[src/rtl/rotate_pkg.sv]
// rtl/rotate_pkg.sv - shared state encoding, default timing constants and width helper
package rotate_pkg;

  typedef enum logic [1:0] {IDLE, RUN, DWELL, PAUSE} rot_state_t;

  localparam int unsigned DEF_PRESCALE    = 50_000_000;
  localparam int unsigned DEF_POSITIONS   = 8;
  localparam int unsigned DEF_LAPS        = 3;
  localparam int unsigned DEF_DWELL_TICKS = 2;

  // Counter width that stays at least one bit for degenerate counts of 1.
  function automatic int unsigned cw(input int unsigned n);
    return (n > 1) ? $clog2(n) : 1;
  endfunction

endpackage

[src/rtl/btn_sync_edge.sv]
// rtl/btn_sync_edge.sv - two-flop synchronizer plus edge register; pulses one clk per rising edge
module btn_sync_edge (
  input  logic clk,
  input  logic rst,
  input  logic din,
  output logic pulse
);

  logic s1, s2, s3;

  always_ff @(posedge clk or negedge rst) begin
    if (!rst) begin
      s1 <= 1'b0;
      s2 <= 1'b0;
      s3 <= 1'b0;
    end else begin
      s1 <= din;
      s2 <= s1;
      s3 <= s2;
    end
  end

  assign pulse = s2 & ~s3;

endmodule

[src/rtl/rotate_sequencer.sv]
// rtl/rotate_sequencer.sv - run/pause FSM, step prescaler, lap counting and dwell-before-reverse
module rotate_sequencer
  import rotate_pkg::*;
#(
  parameter int unsigned PRESCALE    = DEF_PRESCALE,
  parameter int unsigned POSITIONS   = DEF_POSITIONS,
  parameter int unsigned LAPS        = DEF_LAPS,
  parameter int unsigned DWELL_TICKS = DEF_DWELL_TICKS
) (
  input  logic                       clk,
  input  logic                       rst,
  input  logic                       start_btn,
  input  logic                       dir_btn,
  input  logic                       auto_en,
  output logic                       step_en,
  output logic                       up,
  output logic [cw(POSITIONS)-1:0]   pos,
  output logic [cw(LAPS)-1:0]        lap_cnt,
  output logic                       running
);

  localparam int unsigned PW = cw(POSITIONS);
  localparam int unsigned LW = cw(LAPS);
  localparam int unsigned CW = cw(PRESCALE);
  localparam int unsigned DW = cw(DWELL_TICKS);

  localparam logic [PW-1:0] POS_MAX   = PW'(POSITIONS - 1);
  localparam logic [LW-1:0] LAP_MAX   = LW'(LAPS - 1);
  localparam logic [CW-1:0] PRE_MAX   = CW'(PRESCALE - 1);
  localparam logic [DW-1:0] DWELL_MAX = DW'(DWELL_TICKS - 1);

  logic start_pulse, dir_pulse;
  logic auto_s1, auto_s2;

  btn_sync_edge u_start (.clk(clk), .rst(rst), .din(start_btn), .pulse(start_pulse));
  btn_sync_edge u_dir   (.clk(clk), .rst(rst), .din(dir_btn),   .pulse(dir_pulse));

  always_ff @(posedge clk or negedge rst) begin
    if (!rst) begin
      auto_s1 <= 1'b0;
      auto_s2 <= 1'b0;
    end else begin
      auto_s1 <= auto_en;
      auto_s2 <= auto_s1;
    end
  end

  rot_state_t    state, state_nx, saved, saved_nx;
  logic [CW-1:0] prescaler, pre_nx;
  logic [DW-1:0] dwell_cnt, dwell_nx;
  logic [PW-1:0] pos_nx, pos_adv;
  logic [LW-1:0] lap_nx;
  logic          up_nx, step_nx;
  logic          tick, at_wrap;

  assign tick    = (prescaler == PRE_MAX);
  assign at_wrap = up ? (pos == POS_MAX) : (pos == '0);
  assign pos_adv = up ? (at_wrap ? '0 : pos + 1'b1) : (at_wrap ? POS_MAX : pos - 1'b1);
  assign running = (state == RUN) || (state == DWELL);

  always_ff @(posedge clk or negedge rst) begin
    if (!rst) begin
      state     <= IDLE;
      saved     <= RUN;
      prescaler <= '0;
      dwell_cnt <= '0;
      pos       <= '0;
      lap_cnt   <= '0;
      up        <= 1'b1;
      step_en   <= 1'b0;
    end else begin
      state     <= state_nx;
      saved     <= saved_nx;
      prescaler <= pre_nx;
      dwell_cnt <= dwell_nx;
      pos       <= pos_nx;
      lap_cnt   <= lap_nx;
      up        <= up_nx;
      step_en   <= step_nx;
    end
  end

  // A start edge in RUN/DWELL freezes everything else that cycle, so the prescaler phase survives the pause.
  always_comb begin
    state_nx = state;
    saved_nx = saved;
    pre_nx   = prescaler;
    dwell_nx = dwell_cnt;
    pos_nx   = pos;
    lap_nx   = lap_cnt;
    up_nx    = up;
    step_nx  = 1'b0;
    case (state)
      IDLE: begin
        if (start_pulse) begin
          state_nx = RUN;
          pre_nx   = '0;
        end
      end
      RUN: begin
        if (start_pulse) begin
          state_nx = PAUSE;
          saved_nx = RUN;
        end else begin
          pre_nx = tick ? '0 : prescaler + 1'b1;
          if (tick) begin
            step_nx = 1'b1;
            pos_nx  = pos_adv;
            if (at_wrap) begin
              if (lap_cnt == LAP_MAX) begin
                lap_nx = '0;
                if (auto_s2) state_nx = DWELL;
              end else begin
                lap_nx = lap_cnt + 1'b1;
              end
            end
          end
          if (dir_pulse) begin
            state_nx = DWELL;
            lap_nx   = '0;
          end
        end
      end
      DWELL: begin
        if (start_pulse) begin
          state_nx = PAUSE;
          saved_nx = DWELL;
        end else begin
          pre_nx = tick ? '0 : prescaler + 1'b1;
          if (tick) begin
            if (dwell_cnt == DWELL_MAX) begin
              dwell_nx = '0;
              up_nx    = ~up;
              state_nx = RUN;
            end else begin
              dwell_nx = dwell_cnt + 1'b1;
            end
          end
        end
      end
      PAUSE: begin
        if (start_pulse) state_nx = saved;
      end
      default: state_nx = IDLE;
    endcase
  end

endmodule

[config.mk]
export PLATFORM = sky130hd
export DESIGN_NAME = rotate_sequencer
export DESIGN_NICKNAME = d
export VERILOG_FILES = /design/src/rtl/rotate_pkg.sv /design/src/rtl/btn_sync_edge.sv /design/src/rtl/rotate_sequencer.sv
export SDC_FILE = /design/constraint.sdc
export NUM_CORES = 1
export LEC_CHECK = 0
export ABC_AREA = 1
export BUFFER_PORTS_ARGS = -buffer_cell sky130_fd_sc_hd__buf_4
export CAP_MARGIN = 5
export CORE_UTILIZATION = 35
export DETAILED_ROUTE_END_ITERATION = 8
export GPL_TIMING_DRIVEN = 0
export PLACE_DENSITY = 0.55
export SLEW_MARGIN = 20
export SYNTH_ARGS = -nofsm -noshare
export SYNTH_HDL_FRONTEND = slang
export SYNTH_SLANG_ARGS = --single-unit
[constraint.sdc]
create_clock -name clk -period 2 [get_ports clk]
set_clock_uncertainty 0.05 [all_clocks]
set_input_delay 0.2 -clock clk [delete_from_list [all_inputs] [get_ports clk]]
set_output_delay 0.2 -clock clk [all_outputs]
set_load 0.01 [all_outputs]
==> results_tabular.tex <==
\begin{tabular}{lr}
\hline
Metric & Value \\
\hline
\multicolumn{2}{l}{\textbf{Route}} \\
\quad Post-detailed-route count of antenna-violating nets & 0 \\
\quad DRC viols & 0 \\
\quad Wirelength, routed & 5860 µm \\
\quad Via density & 4.83 \\
\quad Average wire per cell in the routed design & 12.4 µm \\
\quad Initial drt markers & 103 \\
\quad Detailed-router iteration count before antenna repair & 4 \\
\quad Detailed-route via count & 2,276 \\
\multicolumn{2}{l}{\textbf{Floorplan}} \\
\quad Starting utilization of the core area & 0.361 \\
\quad Die extent in x & 91.0 µm \\
\quad Number of top-level pins & 13 \\
\quad Total core area & 0.00769 mm² \\
\quad Die Footprint & 0.00829 mm² \\
\quad Std cell rows & 32 \\
\quad Die extent in y & 91.0 µm \\
\multicolumn{2}{l}{\textbf{Timing}} \\
\quad Share of the cycle needed by the critical path after routing & 0.936 \\
\quad Maximum clock rate & 534 MHz \\
\quad Number of failing setup endpoints in the final timing report & 0 \\
\quad Number of slew-limit violations in the final report & 0 \\
\quad Final-report hold violation count & 0 \\
\quad Hold Slack & 0.307 ns \\
\quad Worst-case headroom to the max-slew limit & 0.600 \\
\quad Minimum clock period after layout & 1.87 ns \\
\quad Setup TNS & 0 ns \\
\quad Least-Margin Pin Slew & 0.600 ns \\
\quad Min setup slack post-route & 0.128 ns \\
\multicolumn{2}{l}{\textbf{Synthesis}} \\
\quad Sequential share of the synthesized area & 0.416 \\
\quad Yosys reg bits & 46 \\
\quad Compound-cell area share of the yosys netlist & 0.0613 \\
\quad Syn Nets & 359 \\
\quad Proportion of synthesized area in mux cells & 0 \\
\quad Largest family of logic cells by synthesized area & simple AND/OR/NAND/NOR gates \\
\quad Post-synthesis simple-gate area fraction & 0.359 \\
\quad Post-synthesis instance area & 0.00278 mm² \\
\quad Synthesized instance count & 344 \\
\quad Area share of xor/xnor cells in the synthesized design & 0.0379 \\
\quad Synth cell types & 36 \\
\quad Post-synthesis share of cell area spent on full adders, half adders and majority gates & 0.0451 \\
\quad Avg Cell Area, Syn & 8.07 µm² \\
\quad Warning count from the yosys run & 0 \\
\multicolumn{2}{l}{\textbf{Finish}} \\
\quad Antenna Diode Count & 0 \\
\quad Number of cells in the finished layout apart from fillers & 471 \\
\quad Number of fill cells in the layout & 804 \\
\quad Non-Filler Cell Area, Final & 0.00318 mm² \\
\quad Layout cells sized above 1 & 0.201 \\
\quad Highest-count cells in the layout ignoring fill and taps & sky130\_fd\_sc\_hd\_\_nand2\_1, sky130\_fd\_sc\_hd\_\_dfrtp\_1, sky130\_fd\_sc\_hd\_\_inv\_1, sky130\_fd\_sc\_hd\_\_nor2\_1, sky130\_fd\_sc\_hd\_\_nand3\_1 \\
\quad Multi-input combinational cell area & 0.00141 mm² \\
\quad Area growth from synthesis to final layout & 14.7\% \\
\quad Nets@finish & 383 \\
\quad Sequential cell area & 0.00116 mm² \\
\quad Final core utilization & 0.414 \\
\quad Most common cell after layout, fill and taps aside & sky130\_fd\_sc\_hd\_\_nand2\_1 \\
\multicolumn{2}{l}{\textbf{GRT}} \\
\quad Number of antenna violations at the first check in global routing & 0 \\
\quad Overflow left after global routing & 0 \\
\quad Number of global-route vias before repair & 2,255 \\
\quad First-pass GRT wire length & 10,500 µm \\
\quad Maximum number of pins on one net before global-route repair & 47 \\
\quad Tot GR Track Use & 0.160 \\
\multicolumn{2}{l}{\textbf{CTS}} \\
\quad Number of clock buffers inserted by TritonCTS & 5 \\
\quad Number of clock sinks seen by CTS & 46 \\
\quad Master cell of the clock root buffer & sky130\_fd\_sc\_hd\_\_clkbuf\_8 \\
\quad Clock-pin transition on the worst setup and hold timing paths & 0.10 ns \\
\quad CTS max path bufs & 2 \\
\quad Source-to-sink clock delay at the later pin of the worst-skew pair & 0.31 ns \\
\quad H-tree levels & 2 \\
\quad TritonCTS clock tree & done \\
\multicolumn{2}{l}{\textbf{Placement}} \\
\quad Total placed cells including tap cells & 458 \\
\quad Post-detail-place hpwl & 4380 µm \\
\quad Number of I/O port buffers & 12 \\
\quad Pre-CTS WS & -0.0757 ns \\
\quad Routability congestion estimate & 0.847 \\
\quad Placement-stage cell area & 0.00299 mm² \\
\multicolumn{2}{l}{\textbf{Job}} \\
\quad Count of max-cap constraint violations & 0 \\
\multicolumn{2}{l}{\textbf{Worst setup path}} \\
\quad Crit path launch type & flop \\
\quad Slowest-stage cell, CP & sky130\_fd\_sc\_hd\_\_dfrtp\_2 \\
\quad Crit path capture type & flop \\
\quad CP Data Required Time & 2.15 ns \\
\quad Kind of critical path & reg -> reg \\
\quad CP Data Arrival Time & 2.02 ns \\
\quad Critical path's largest stage delay & 0.43 ns \\
\quad Crit-path most repeated cell & sky130\_fd\_sc\_hd\_\_nand2\_1 \\
\quad Critical Path Fanout Max & 6 \\
\quad Series of cell instances along the critical path & inv\_4, ha\_4, inv\_2, o21ai\_4, nand2\_4, nor2\_4, nand2\_2, nor2\_1, nand2\_1, nand2\_1, nor2\_2 \\
\multicolumn{2}{l}{\textbf{Status}} \\
\quad Result of the run & finished, final reports clean \\
\multicolumn{2}{l}{\textbf{Power}} \\
\quad Leak pwr & 1.41 nW \\
\quad Total power of the final layout & 3.22 mW \\
\quad Total power density per cell area & 1010 mW/mm² \\
\quad Peak ir drop on the vdd network & 0.391 mV \\
\multicolumn{2}{l}{\textbf{Hold path}} \\
\quad Classification of the worst-slack hold path & reg -> reg \\
\hline
\end{tabular}
## cell usage after synthesis
cell type                   n  area, µm²
sky130_fd_sc_hd__nand2_4    2       22.5
sky130_fd_sc_hd__nand2_1   77        289
sky130_fd_sc_hd__xnor2_1    1       8.76
sky130_fd_sc_hd__dfrtp_1   44       1100
sky130_fd_sc_hd__a22oi_1    1       7.51
sky130_fd_sc_hd__nand3_1   31        155
sky130_fd_sc_hd__o21ai_0   14       70.1
sky130_fd_sc_hd__o211ai_1   1       7.51
sky130_fd_sc_hd__nor3_1     7       35.0
sky130_fd_sc_hd__nand4_1    9       56.3
sky130_fd_sc_hd__nor2_4     4       45.0
sky130_fd_sc_hd__nor4_1     2       12.5
sky130_fd_sc_hd__nand2_2    8       50.1
sky130_fd_sc_hd__o21ai_1    3       15.0
sky130_fd_sc_hd__inv_6      1       8.76
sky130_fd_sc_hd__ha_1      10        125
sky130_fd_sc_hd__o21ai_4    1       16.3
sky130_fd_sc_hd__nor2_1    35        131
sky130_fd_sc_hd__nor3b_1    3       22.5
sky130_fd_sc_hd__a31o_2     1       8.76
sky130_fd_sc_hd__inv_2      2       7.51
sky130_fd_sc_hd__dfstp_2    2       52.6
sky130_fd_sc_hd__buf_6      2       22.5
sky130_fd_sc_hd__nand2_8    1       20.0
sky130_fd_sc_hd__o21a_1     1       7.51
sky130_fd_sc_hd__o21bai_1   1       7.51
sky130_fd_sc_hd__xor2_1    11       96.3
sky130_fd_sc_hd__nor3_2     1       10.0
sky130_fd_sc_hd__buf_12     1       20.0
sky130_fd_sc_hd__nor2_8     1       20.0
sky130_fd_sc_hd__nor2_2    16        100
sky130_fd_sc_hd__clkinv_8   1       16.3
sky130_fd_sc_hd__a21oi_1    6       30.0
sky130_fd_sc_hd__and2_1     1       6.26
sky130_fd_sc_hd__nand3_2    2       20.0
sky130_fd_sc_hd__inv_1     40        150
## report_power, final
| part | switching [mW] | total, mW | internal, mW |
|---|---|---|---|
| clock network | 0.354 | 0.735 | 0.381 |
| registers | 0.0908 | 1.13 | 1.04 |
| logic | 0.840 | 1.35 | 0.514 |
## worst max-delay path, delay by kind of cell (launching register included)
family	cells	cell delay, ns
AOI/OAI and AO/OA	1	0.15
DFF	1	0.43
buffers and inverters	2	0.13
adders and majority gates	1	0.32
and+or+nand+nor	7	0.67
## per-layer routing
| metal | track usage | vias to the layer above | part of all wire |
|---|---|---|---|
| met5 | 0 | - | 0 |
| met4 | 0.0503 | 0 | 0.014 |
| met3 | 0.0318 | 8 | 0.028 |
| met2 | 0.268 | 35 | 0.47 |
| met1 | 0.208 | 1082 | 0.49 |
| li1 | - | 1151 | - |
## flip-flops by register name, summed over array words and instances (netlist names), 2 cells and up
register,count
saved,2
prescaler,26
pos,3
lap_cnt,2
state,2
## worst paths after layout
kind	from	to	slack, ns	cells past startpoint
hold / removal	u_start.s1	u_start.s2	0.31	0
hold reg to reg	u_start.s1	u_start.s2	0.31	0
min in group asynchronous	rst	u_dir.s3	0.38	2
setup / recovery	state[1]	prescaler[20]	0.13	11
setup reg to reg	state[1]	prescaler[20]	0.13	11
max in group asynchronous	rst	state[1]	1.09	2
## what timing repair did
item / 4_1_cts / 5_1_grt
hold buffers: 4 / 0
gates resized for setup: 4 / 6
endpoints found under the hold margin: 47 / 0
setup endpoints to repair: 20 / 11
setup buffers: 0 / 1
pin swaps: 0 / 0
## layout make-up
| cell class | count | share of cell area |
|---|---|---|
| flip-flops and latches | 46 | 0.363 |
| multi-input cells | 251 | 0.444 |
| repair buffers | 17 | 0.0432 |
| inverters | 44 | 0.0590 |
| clock inverters | 3 | 0.0153 |
| plain buffers | 3 | 0.0134 |
| well taps | 102 | 0.0401 |
| clock buffers | 5 | 0.0216 |
## cell families after synthesis
| family | count (synthesis) |
|---|---|
| XOR/XNOR | 12 |
| buffers and inverters | 47 |
| AND/OR/NAND/NOR | 200 |
| adder cells (fa/ha/maj) | 10 |
| AO/OA/AOI/OAI | 29 |
| flip-flops | 46 |
Note: power is estimated with default switching activity, not from simulation.
